==> src/rtl/cnn_cell_sequencer_if.sv <==
`default_nettype none
// =============================================================================
// Module   : cnn_cell_sequencer_if
// Purpose  : Memory read/write and datapath bus between the CNN sequencer,
//            the ping-pong grid RAMs and the shared cell datapath.
// Revision : 1.0
// =============================================================================
interface cnn_cell_sequencer_if #(
   parameter int WIDTH = 9,
   parameter int AW    = 4
);
   logic                 rd_en;
   logic [AW-1:0]        rd_addr;
   logic                 rd_bank;
   logic [WIDTH-1:0]     rd_y;
   logic [WIDTH-1:0]     rd_u;
   logic [9*WIDTH-1:0]   nb_y;
   logic [9*WIDTH-1:0]   nb_u;
   logic [WIDTH-1:0]     dp_out;
   logic                 wr_en;
   logic [AW-1:0]        wr_addr;
   logic [WIDTH-1:0]     wr_data;
   logic                 wr_bank;

   modport master (
      output rd_en, rd_addr, rd_bank, nb_y, nb_u, wr_en, wr_addr, wr_data, wr_bank,
      input  rd_y, rd_u, dp_out
   );

   modport slave (
      input  rd_en, rd_addr, rd_bank, nb_y, nb_u, wr_en, wr_addr, wr_data, wr_bank,
      output rd_y, rd_u, dp_out
   );
endinterface
`default_nettype wire

==> src/rtl/cnn_cell_sequencer.sv <==
`default_nettype none
// =============================================================================
// Module   : cnn_cell_sequencer
// Purpose  : Drives one shared CNN cell datapath across a ROWS x COLS grid,
//            fetching 3x3 neighbourhoods and ping-ponging the state banks.
//            Optional macro CNN_CONVERGE_EN adds early stop on a steady state.
// Revision : 1.0
// =============================================================================
module cnn_cell_sequencer #(
   parameter int                      WIDTH    = 9,
   parameter int                      ROWS     = 4,
   parameter int                      COLS     = 4,
   parameter int                      AW       = 4,
   parameter logic signed [WIDTH-1:0] BOUNDARY = '0
) (
   input  wire                        clk,
   input  wire                        rst_n,
   input  wire                        start,
   input  wire  [7:0]                 iters,
   output logic                       busy,
   output logic                       done,
   output logic [7:0]                 iter_cnt,
`ifdef CNN_CONVERGE_EN
   output logic                       converged,
`endif
   cnn_cell_sequencer_if.master       bus
);
   localparam int RW = (ROWS > 1) ? $clog2(ROWS) : 1;
   localparam int CW = (COLS > 1) ? $clog2(COLS) : 1;
   localparam logic [RW-1:0] c_last_row = RW'(ROWS - 1);
   localparam logic [CW-1:0] c_last_col = CW'(COLS - 1);

   localparam logic [2:0] c_idle  = 3'd0;
   localparam logic [2:0] c_fetch = 3'd1;
   localparam logic [2:0] c_last  = 3'd2;
   localparam logic [2:0] c_eval  = 3'd3;
   localparam logic [2:0] c_write = 3'd4;
   localparam logic [2:0] c_swap  = 3'd5;

   logic [2:0]         r_state, w_next;
   logic [3:0]         r_k;
   logic [RW-1:0]      r_row;
   logic [CW-1:0]      r_col;
   logic [AW-1:0]      r_addr;
   logic [7:0]         r_iters, r_iter_cnt;
   logic               r_rd_bank, r_pend, r_zero_done;
   logic [9*WIDTH-1:0] r_nb_y, r_nb_u;
   logic [WIDTH-1:0]   r_wr_data;

   logic               w_up, w_down, w_left, w_right, w_in_grid;
   logic               w_last_cell, w_last_iter, w_stop;
   logic [AW-1:0]      w_nb_addr;
   logic [3:0]         w_cap_slot;
   logic               w_rd_en, w_wr_en, w_done;
   logic [AW-1:0]      w_rd_addr, w_wr_addr;

   // Slot k covers row offset k/3-1 and column offset k%3-1.
   assign w_up      = (r_k < 4'd3);
   assign w_down    = (r_k > 4'd5);
   assign w_left    = (r_k == 4'd0) || (r_k == 4'd3) || (r_k == 4'd6);
   assign w_right   = (r_k == 4'd2) || (r_k == 4'd5) || (r_k == 4'd8);
   assign w_in_grid = !(w_up    && (r_row == '0))       &&
                      !(w_down  && (r_row == c_last_row)) &&
                      !(w_left  && (r_col == '0))       &&
                      !(w_right && (r_col == c_last_col));
   assign w_nb_addr = r_addr
                    + (w_down  ? AW'(COLS) : AW'(0)) - (w_up   ? AW'(COLS) : AW'(0))
                    + (w_right ? AW'(1)    : AW'(0)) - (w_left ? AW'(1)    : AW'(0));
   assign w_cap_slot  = r_k - 4'd1;
   assign w_last_cell = (r_row == c_last_row) && (r_col == c_last_col);
   assign w_last_iter = ((r_iter_cnt + 8'd1) == r_iters);

`ifdef CNN_CONVERGE_EN
   logic r_changed, r_converged;
   assign w_stop    = w_last_iter || !r_changed;
   assign converged = r_converged;
`else
   assign w_stop    = w_last_iter;
`endif

   always_ff @(posedge clk or negedge rst_n) begin
      if (!rst_n) r_state <= c_idle;
      else        r_state <= w_next;
   end

   always_comb begin
      w_next = r_state;
      case (r_state)
         c_idle:  if (start && (iters != 8'd0)) w_next = c_fetch;
         c_fetch: if (r_k == 4'd8) w_next = c_last;
         c_last:  w_next = c_eval;
         c_eval:  w_next = c_write;
         c_write: w_next = w_last_cell ? c_swap : c_fetch;
         c_swap:  w_next = w_stop ? c_idle : c_fetch;
         default: w_next = c_idle;
      endcase
   end

   always_comb begin
      w_rd_en   = 1'b0;
      w_rd_addr = '0;
      w_wr_en   = 1'b0;
      w_wr_addr = '0;
      w_done    = r_zero_done;
      case (r_state)
         c_fetch: begin
            w_rd_en   = w_in_grid;
            w_rd_addr = w_in_grid ? w_nb_addr : '0;
         end
         c_write: begin
            w_wr_en   = 1'b1;
            w_wr_addr = r_addr;
         end
         c_swap:  w_done = w_stop;
         default: ;
      endcase
   end

   always_ff @(posedge clk or negedge rst_n) begin
      if (!rst_n) begin
         r_k         <= '0;
         r_row       <= '0;
         r_col       <= '0;
         r_addr      <= '0;
         r_iters     <= '0;
         r_iter_cnt  <= '0;
         r_rd_bank   <= 1'b0;
         r_pend      <= 1'b0;
         r_zero_done <= 1'b0;
         r_nb_y      <= '0;
         r_nb_u      <= '0;
         r_wr_data   <= '0;
`ifdef CNN_CONVERGE_EN
         r_changed   <= 1'b0;
         r_converged <= 1'b0;
`endif
      end else begin
         r_pend      <= (r_state == c_fetch) && w_in_grid;
         r_zero_done <= 1'b0;
         // Read data lags its strobe by one cycle, so slot k-1 lands during k.
         if (r_pend && ((r_state == c_fetch) || (r_state == c_last))) begin
            r_nb_y[int'(w_cap_slot)*WIDTH +: WIDTH] <= bus.rd_y;
            r_nb_u[int'(w_cap_slot)*WIDTH +: WIDTH] <= bus.rd_u;
         end
         case (r_state)
            c_idle: if (start) begin
               r_iters     <= iters;
               r_iter_cnt  <= '0;
               r_k         <= '0;
               r_row       <= '0;
               r_col       <= '0;
               r_addr      <= '0;
               r_zero_done <= (iters == 8'd0);
`ifdef CNN_CONVERGE_EN
               r_changed   <= 1'b0;
               r_converged <= 1'b0;
`endif
            end
            c_fetch: begin
               r_k <= r_k + 4'd1;
               if (!w_in_grid) begin
                  r_nb_y[int'(r_k)*WIDTH +: WIDTH] <= BOUNDARY;
                  r_nb_u[int'(r_k)*WIDTH +: WIDTH] <= BOUNDARY;
               end
            end
            c_eval: r_wr_data <= bus.dp_out;
            c_write: begin
               r_k    <= '0;
               r_addr <= w_last_cell ? '0 : r_addr + AW'(1);
               if (r_col == c_last_col) begin
                  r_col <= '0;
                  r_row <= (r_row == c_last_row) ? '0 : r_row + RW'(1);
               end else begin
                  r_col <= r_col + CW'(1);
               end
`ifdef CNN_CONVERGE_EN
               if (r_wr_data != r_nb_y[4*WIDTH +: WIDTH]) r_changed <= 1'b1;
`endif
            end
            c_swap: begin
               r_rd_bank  <= ~r_rd_bank;
               r_iter_cnt <= r_iter_cnt + 8'd1;
`ifdef CNN_CONVERGE_EN
               r_changed  <= 1'b0;
               if (!r_changed) r_converged <= 1'b1;
`endif
            end
            default: ;
         endcase
      end
   end

   assign busy        = (r_state != c_idle);
   assign done        = w_done;
   assign iter_cnt    = r_iter_cnt;
   assign bus.rd_en   = w_rd_en;
   assign bus.rd_addr = w_rd_addr;
   assign bus.rd_bank = r_rd_bank;
   assign bus.nb_y    = r_nb_y;
   assign bus.nb_u    = r_nb_u;
   assign bus.wr_en   = w_wr_en;
   assign bus.wr_addr = w_wr_addr;
   assign bus.wr_data = r_wr_data;
   assign bus.wr_bank = ~r_rd_bank;
endmodule
`default_nettype wire

==> src/flat_wrapper.sv <==
// flat-port wrapper written by rule: the top's interface ports become plain ports
module cnn_cell_sequencer_flat 
#(
   parameter int                      WIDTH    = 9,
   parameter int                      ROWS     = 4,
   parameter int                      COLS     = 4,
   parameter int                      AW       = 4,
   parameter logic signed [WIDTH-1:0] BOUNDARY = '0
)
  (clk, rst_n, start, iters, busy, done, iter_cnt, bus_rd_en, bus_rd_addr, bus_rd_bank, bus_nb_y, bus_nb_u, bus_wr_en, bus_wr_addr, bus_wr_data, bus_wr_bank, bus_rd_y, bus_rd_u, bus_dp_out);
  cnn_cell_sequencer_if #(.WIDTH(WIDTH), .AW(AW)) bus_i ();
  input  wire clk;
  input  wire rst_n;
  input  wire start;
  input  wire  [7:0] iters;
  output logic busy;
  output logic done;
  output logic [7:0] iter_cnt;
  output wire logic [$bits(bus_i.rd_en)-1:0] bus_rd_en;
  output wire logic [$bits(bus_i.rd_addr)-1:0] bus_rd_addr;
  output wire logic [$bits(bus_i.rd_bank)-1:0] bus_rd_bank;
  output wire logic [$bits(bus_i.nb_y)-1:0] bus_nb_y;
  output wire logic [$bits(bus_i.nb_u)-1:0] bus_nb_u;
  output wire logic [$bits(bus_i.wr_en)-1:0] bus_wr_en;
  output wire logic [$bits(bus_i.wr_addr)-1:0] bus_wr_addr;
  output wire logic [$bits(bus_i.wr_data)-1:0] bus_wr_data;
  output wire logic [$bits(bus_i.wr_bank)-1:0] bus_wr_bank;
  input wire logic [$bits(bus_i.rd_y)-1:0] bus_rd_y;
  input wire logic [$bits(bus_i.rd_u)-1:0] bus_rd_u;
  input wire logic [$bits(bus_i.dp_out)-1:0] bus_dp_out;
  assign bus_rd_en = bus_i.rd_en;
  assign bus_rd_addr = bus_i.rd_addr;
  assign bus_rd_bank = bus_i.rd_bank;
  assign bus_nb_y = bus_i.nb_y;
  assign bus_nb_u = bus_i.nb_u;
  assign bus_wr_en = bus_i.wr_en;
  assign bus_wr_addr = bus_i.wr_addr;
  assign bus_wr_data = bus_i.wr_data;
  assign bus_wr_bank = bus_i.wr_bank;
  assign bus_i.rd_y = bus_rd_y;
  assign bus_i.rd_u = bus_rd_u;
  assign bus_i.dp_out = bus_dp_out;
  cnn_cell_sequencer #(.WIDTH(WIDTH), .ROWS(ROWS), .COLS(COLS), .AW(AW), .BOUNDARY(BOUNDARY)) u_core (.clk(clk), .rst_n(rst_n), .start(start), .iters(iters), .busy(busy), .done(done), .iter_cnt(iter_cnt), .bus(bus_i));
endmodule
==> config.mk <==
export PLATFORM = sky130hd
export DESIGN_NAME = cnn_cell_sequencer_flat
export DESIGN_NICKNAME = d
export VERILOG_FILES = /design/src/rtl/cnn_cell_sequencer_if.sv /design/src/rtl/cnn_cell_sequencer.sv /design/src/flat_wrapper.sv
export SDC_FILE = /design/constraint.sdc
export NUM_CORES = 1
export LEC_CHECK = 0
export CAP_MARGIN = 25
export CORE_MARGIN = 4
export CORE_UTILIZATION = 30
export DETAILED_ROUTE_END_ITERATION = 8
export HOLD_SLACK_MARGIN = 0.05
export PLACE_DENSITY = 0.58
export SYNTH_ARGS = -nofsm -noshare
export SYNTH_HDL_FRONTEND = slang
export SYNTH_SLANG_ARGS = --single-unit
==> constraint.sdc <==
create_clock -name clk -period 3.19 [get_ports clk]
set_input_delay 0.319 -clock clk [delete_from_list [all_inputs] [get_ports clk]]
set_output_delay 0.319 -clock clk [all_outputs]
set_load 0.01 [all_outputs]
## Word level (Yosys, flattened, before mapping)

Index checks and enable logic that the tools add are counted.

- Bits in registers: 205
- Latch bits: 0
- Bits in writable memories: 0
- Bits in read-only memories: 0
- Word-level logic and storage cells: 127
- Memories kept: 0

- Add/sub/neg operators: 12
- Multipliers: 2
- Divide/modulo/power cells: 0
- Magnitude comparators: 2
- Equal/unequal tests: 17
- Shift operators: 5
- Muxes and demuxes: 39
- Bitwise logic cells: 1
- Reductions and logical operators: 36

Operator list:

| operator | number |
|---|---|
| $mux 81 | 6 |
| $bwmux 81 | 4 |
| $shift 9x33->81 const A | 2 |
| $shiftx 9x33->81 | 2 |
| $shiftx 9x33->81 const A | 1 |
| $neg 32->33 | 2 |
| $mux 4 | 5 |
| $pmux 3 s6 | 1 |
| $mul 4x4->8 const B | 2 |
| $pmux 8 s2 | 1 |
| $mux 3 | 5 |
| $pmux 4 s3 | 1 |
| $logic_and 1x1->1 | 11 |
| $reduce_and 2->1 | 5 |
| $add 4x1->4 const B | 2 |
| $add 4x4->4 | 2 |
| $add 8x1->8 const B | 1 |
| $eq 4x2->1 const B | 2 |
| $eq 4x3->1 const B | 2 |
| $eq 8x8->1 | 1 |
| $logic_not 8->1 | 1 |
| $mux 1 | 8 |
| $mux 2 | 4 |
| $mux 8 | 1 |
| other kinds (24) | 42 |

## Longest topological paths before layout

Gate-level depths: netlist of run 1.

- Depth after elaboration: 9
- Gate-level depth with buffers: 15
- Gate-level depth less buffers: 13

## Least setup slack after synthesis of run 1

No wires, ideal clock.

- Path kind: register to output
- From: register u_core.r_k[0]
- To: output bus_rd_addr[3]
- Data arrival time: 2.945 ns
- Setup slack: -0.074 ns
- Cell stages (with the launch flop): 16
- Path buffers: 2
- Cells stage by stage: dfrtp_1 buf_2 inv_1 ha_1 buf_2 mux2i_1 nor2_1 a31oi_1 ha_1 inv_1 ha_1 ha_1 fa_1 xnor2_1 xnor2_1 nor2_1

- Word-level cells in the longest chain between the ends: 9

Ends and longest elaborated chain:

| item | RTL line | source |
|---|---|---|
| start: declaration | cnn_cell_sequencer.sv:41 | `logic [3:0] r_k;` |
| start signal: assignment | cnn_cell_sequencer.sv:160 | `r_k <= r_k + 4'd1;` |
| parallel branches: the longest is 7 deep, another holds $gt 4x3->1 | - |  |
| $mux 4 * | cnn_cell_sequencer.sv:108 | `w_rd_addr = w_in_grid ? w_nb_addr : '0;` |
| $mux 4 * | cnn_cell_sequencer.sv:105 | `case (r_state)` |
| end: declaration | flat_wrapper.sv:20 | `output wire logic [$bits(bus_i.rd_addr)-1:0] bus_rd_addr;` |

Every way passes the cells marked *.

## Worst setup path in the final report of run 1

Same ends and word-level chain as after synthesis.

==> impl_metrics.ini, run 1 <==
[outcome]
status = finished with violations
violations = negative setup slack

[sta]
slew_viol_final = 0
worst_slew_pin_slew_ps = 774
fin_crit_sh = 1.08
setup_tns_ps = -382
period_minus_slack_ps = 3440
finalSetupViolations = 2
hold_viol = 0
max_freq_ghz = 0.291
rsz0062_at_grt = yes
slew_headroom = 0.482
fin_skew_ps = 21.6
setup_slack_ps = -245

[clock_network]
clock_path_buffers = 3
root_buffer = clkbuf_16
cts_tree = yes
worst_skew_pair.late_latency_ps = 540
numCtsBuffers = 25
htree_levels = 1
clkTransAtPathRegs_ps = 50
numClockSinks = 205

[drt]
drc_errors = 0
num_vias = 8230
drt-initial-drc-count = 563
drt_first_pass_iters = 5
drtAntennaViolNets = 0
viasPerCell = 4.84
wl_um = 31800
wire_per_inst_um = 18.7

[critical_path]
crit_fanout = 4
endpoint_kind = output pin
arrival_ps = 3120
slowest_stage = dfrtp_1
slowest_delay_ps = 420
crit_type = reg -> out
path_common_cell = ha_4
cp_cell_sequence = inv_2, ha_4, mux2i_4, nor2_2, a31oi_1, ha_2, inv_2, ha_4, ha_4, fa_2, xnor2_2, xnor2_1, nor2_1, buf_2
required_ps = 2870
critPathLaunchType = flop

[place]
numPlacedInstances = 1640
place.gp.congestion = 0.799
hpwl_um = 22000
numPortBuffers = 230

[grt]
antenna_found_initial = 0
grt_max_degree = 90
grt_use_total = 0.172
met2_usage = 0.281
busiest_layer = met2
grtUsageMet1 = 0.237
grt_pass1_vias = 8354
grt_pass1_wl_um = 49700
overflow = 0
use_met3 = 0.0354

[power_and_ir_drop]
power_density_nw_per_um2 = 988
ir_drop_uv = 714
leakage_nw = 6.29
power_mw = 14.0

[layout]
drive_above_1_share = 0.157
syn2layout_area_growth_pct = 43.2
fin_nets = 1298
seq_area_um2 = 5130
fillCellCount = 3130
n_antenna_cell = 0
stdcell_count = 1700
multi_input_area_um2 = 4610

[floorplan]
die_x_um = 190
rows = 66
core_area_um2 = 32500
die_h_um = 190
ios = 231
initial_core_util = 0.304
dieArea_um2 = 36000

[yosys]
synth_edf_count = 0
synth_seq_cells = 205
yosysWarnings = 0
yosysSeqAreaShare = 0.518
syn_inst = 974
syn_avg_cell_area_um2 = 10.2
syn-cell-area_um2 = 9900
synth_top_cell_by_area = dfrtp_1
netlist.area_leader.share = 0.518
synth.most_common_cell = dfrtp_1
yosysUniqueCellTypes = 66
async_reset_ff_frac = 1.00
yosys-top-cells-count = dfrtp_1 (205), nor2_1 (106), nand2_1 (98), a21oi_1 (78), mux2i_1 (74)
ys_top_cells_by_area = dfrtp_1 (52%), mux2i_1 (7.5%), nor2_1 (4.0%), a21oi_1 (3.9%), nand2_1 (3.7%)
synthFlopType = dfrtp_1
synth_fp_nets = 1033

[run]
maxCapViolations = 0

[min_path]
hold_path.class = in -> reg
==> state kept, by name, indices dropped and copies added, names as in the netlist, 3 cells and up <==
| name | flops |
|---|---|
| u_core.r_state | 3 |
| u_core.bus.wr_data | 9 |
| u_core.bus.nb_y | 81 |
| u_core.iter_cnt | 8 |
| u_core.r_iters | 8 |
| u_core.r_k | 4 |
| u_core.bus.nb_u | 81 |
| u_core.r_addr | 4 |
==> layer usage <==
metal	routed length [µm]	vias to the layer above
met2	14700	279
met4	819	0
met1	14100	4028
met3	2150	47
li1	-	3876
met5	0	-
==> final cells by class <==
cell class	count	share of cell area
sequential	205	0.362
timing repair buffer	301	0.207
clock buffer	40	0.0544
multi-input combinational	684	0.325
tap	442	0.0390
inverter	22	0.00582
clock inverter	6	0.00670
==> stage by stage <==
step	setup slack (ps)	cell area [µm²]	util	hold slack, ps
floorplan	9.51	9910	-	23.4
global placement	-257	13100	0.401	460
detailed placement	-304	13100	0.401	460
CTS	-282	14100	0.435	332
global route	-404	14200	0.436	361
finish	-245	14200	0.436	358
==> report_power, final <==
group	leakage (nW)	switching [mW]	total, mW	internal [mW]
combinational	3.14	3.43	6.86	3.43
sequential	2.71	0.661	4.22	3.56
clock	0.430	1.12	2.94	1.82
total	6.29	5.21	14.0	8.80
==> cell usage in the layout, fill, tap and decap left out, types with 4 or more instances in the layout <==
cell type and n:
inv_1 16, clkbuf_16 25, ha_4 4, o21ai_0 19
nor2_1 104, or3_1 4, dfrtp_1 203, nand3_1 65
mux2_2 11, o31ai_1 4, xnor2_1 12, clkbuf_1 6
a22o_1 5, xor2_1 8, nor3_4 5, clkbuf_8 10
buf_12 7, nand4_1 4, mux2i_1 73, nand2_1 98
a22oi_1 8, inv_2 6, nor2_2 12, a22oi_2 10
and2_1 20, ha_1 13, nand2b_1 41, nand3b_1 6
clkdlybuf4s50_1 224, a21oi_1 77, and3_1 4, nor3_1 10
buf_4 56, buf_6 9
==> critical path: cells and delay by family, from the launching register on <==
kind / cells / cell delay (ps)
flip-flops: 1 / 420
adder cells (fa/ha/maj): 5 / 1230
XOR/XNOR: 2 / 270
AO/OA/AOI/OAI: 1 / 50
AND/OR/NAND/NOR: 2 / 220
buffers and inverters: 3 / 330
multiplexers: 1 / 80
==> cells by family (layout without fill, tap and decap cells) <==
kind of cell,after synthesis,in the layout,synth area share
adders and majority gates,21,21,0.0273
DFF,205,205,0.518
buffers and inverters,85,369,0.0375
and+or+nand+nor,405,405,0.208
muxes,85,85,0.0873
AOI/OAI and AO/OA,151,151,0.101
xor gates and xnor gates,22,22,0.0210
==> path summary, 6_finish.rpt <==
path / from / end / slack (ps) / depth (start not counted)
setup / recovery: u_core.r_k[0] / bus_rd_addr[3] / -250 / 14
setup reg to reg: u_core.r_k[0] / u_core.bus.nb_y[31] / 90 / 10
max in group asynchronous: rst_n / u_core.bus.nb_y[12] / 1890 / 3
hold reg to reg: u_core.bus.wr_data[5] / u_core.bus.wr_data[5] / 500 / 1
hold / removal: iters[0] / u_core.r_iters[0] / 360 / 3
min in group asynchronous: rst_n / u_core.bus.nb_u[58] / 440 / 2
==> timing repair <==
action	in CTS	in global routing
gates resized for setup	52	12
hold endpoints to repair	87	0
hold buffers	1	0
cloned	0	1
pin swaps	17	16
setup buffers	15	4
endpoints found under the setup margin	6	147
(Power assumes the default switching activity.)
==> inputs of run 2 (changes only) <==
--- a/config.mk
+++ b/config.mk
@@ -6,11 +6,13 @@
 export NUM_CORES = 1
 export LEC_CHECK = 0
 export CAP_MARGIN = 25
+export CELL_PAD_IN_SITES_DETAIL_PLACEMENT = 0
+export CELL_PAD_IN_SITES_GLOBAL_PLACEMENT = 2
 export CORE_MARGIN = 4
-export CORE_UTILIZATION = 30
+export CORE_UTILIZATION = 28
 export DETAILED_ROUTE_END_ITERATION = 8
 export HOLD_SLACK_MARGIN = 0.05
-export PLACE_DENSITY = 0.58
+export PLACE_DENSITY = 0.79
 export SYNTH_ARGS = -nofsm -noshare
 export SYNTH_HDL_FRONTEND = slang
 export SYNTH_SLANG_ARGS = --single-unit
==> run 2 against run 1 <==
Effect of this change: the flow still finishes with violations (negative setup slack); sequential share of layout area hardly changed; register-to-register slack improved by 70 ps; routed wire length rose by 7.3%; critical path depth unchanged; die area rose by 6.8%.
==> impl_metrics.ini, run 2 (synthesis gave the netlist of run 1 again) <==
[layout]
seq_area_um2 = 5130
fin_nets = 1296
stdcell_count = 1707
final_cell_area_um2 = 14200
fillCellCount = 3439
multi_input_area_um2 = 4630
fin_util = 0.409
drive_above_1_share = 0.155
n_antenna_cell = 0
final_common_cell = clkdlybuf4s50_1
syn2layout_area_growth_pct = 43.2
mostFrequentLayoutCells = clkdlybuf4s50_1 (224), dfrtp_1 (201), nor2_1 (103), nand2_1 (98), a21oi_1 (77)

[power_and_ir_drop]
leakage_nw = 6.27
power_mw = 14.2
power_density_nw_per_um2 = 1000
ir_drop_uv = 455

[sta]
fin_skew_ps = 18.6
finalSetupViolations = 2
hold_viol = 0
period_minus_slack_ps = 3480
worst_slew_pin_slew_ps = 868
rsz0062_at_grt = yes
slew_headroom = 0.419
setup_slack_ps = -290
slew_viol_final = 0
max_freq_ghz = 0.287
fin_crit_sh = 1.09

[drt]
drtAntennaViolNets = 0
viasPerCell = 4.82
drt_first_pass_iters = 5
routed.top_layer = met4
wl_um = 34100
wire_per_inst_um = 20.0
num_vias = 8230
wl_met1_um = 15600
wl_met2_um = 15100
met3_wirelength_um = 2440
drc_errors = 0
drt-initial-drc-count = 530

[critical_path]
arrival_ps = 3160
required_ps = 2870
critPathLaunchType = flop
endpoint_kind = output pin
crit_fanout = 4
crit_type = reg -> out

[place]
hpwl_um = 23300
pre_cts_ws_ps = -315
numPortBuffers = 230
place.gp.congestion = 0.806
placed_area_um2 = 13100
numPlacedInstances = 1655

[run]
maxCapViolations = 0

[clock_network]
root_buffer = clkbuf_16
clock_path_buffers = 3
htree_levels = 1
worst_skew_pair.late_latency_ps = 540
clkTransAtPathRegs_ps = 60
numClockSinks = 205
cts_tree = yes
numCtsBuffers = 25

[floorplan]
die_h_um = 196
rows = 68
dieArea_um2 = 38400
ios = 231
core_area_um2 = 34700
die_x_um = 196
initial_core_util = 0.285

[grt]
grt_pass1_vias = 8308
grt_use_total = 0.171
grt_pass1_wl_um = 52000
grt_max_degree = 85
overflow = 0
antenna_found_initial = 0

[min_path]
hold_path.class = in -> reg

[outcome]
violations = negative setup slack
status = finished with violations
==> run 2: layout make-up <==
cell class,instances,area share
tap,455,0.0401
multi-input combinational,684,0.327
timing repair buffer,299,0.204
sequential,205,0.362
clock buffer,36,0.0527
inverter,22,0.00582
clock inverter,6,0.00847
==> run 2: per-stage QoR <==
| stage | hold WS (ps) | TNS [ps] |
|---|---|---|
| final | 361 | -419 |
| after global routing | 362 | -695 |
| after CTS | 336 | -458 |
| after detailed placement | 422 | -446 |
| after global placement | 438 | -338 |
| after floorplan | 23.4 | 0 |
==> run 2: report_power, final <==
part	internal (mW)	switching, mW	total [mW]
clock	1.86	1.14	3.00
combinational	3.42	3.59	7.01
sequential	3.56	0.661	4.22
==> run 2: worst paths after layout <==
| path | start | end | slack, ps | cells after the start |
|---|---|---|---|---|
| worst min-delay path | iters[7] | u_core.r_iters[7] | 360 | 3 |
| worst max-delay path | u_core.r_k[0] | bus_rd_addr[3] | -290 | 14 |
| min in group asynchronous | rst_n | u_core.bus.nb_y[24] | 410 | 2 |
| worst min register to register | u_core.r_iters[7] | u_core.r_iters[7] | 500 | 2 |
| worst max register to register | u_core.r_k[0] | u_core.bus.nb_y[28] | 160 | 10 |
| max in group asynchronous | rst_n | u_core.iter_cnt[3] | 1880 | 3 |
==> run 2: routing by layer <==
| layer | GRT usage | vias up |
|---|---|---|
| met5 | 0 | - |
| met4 | 0.0434 | 0 |
| met3 | 0.0431 | 43 |
| met2 | 0.265 | 284 |
| met1 | 0.242 | 4034 |
| li1 | - | 3869 |
==> run 2: repair_timing <==
item,4_1_cts,5_1_grt
setup endpoints to repair,6,5
pin swaps,12,10
setup buffers,7,2
endpoints found under the hold margin,80,0
resized for setup,36,11
hold buffers,1,0
==> run 2: critical path, cell delays in order, from the launching register on <==
cell and delay (ps):
dfrtp_1 400, inv_2 90, ha_4 190, buf_6 110
nand2b_4 140, nor2_4 90, nor2_2 50, ha_1 320
ha_4 270, inv_2 30, fa_2 340, xnor2_2 150
xnor2_1 120, nor2_1 160, buf_2 160
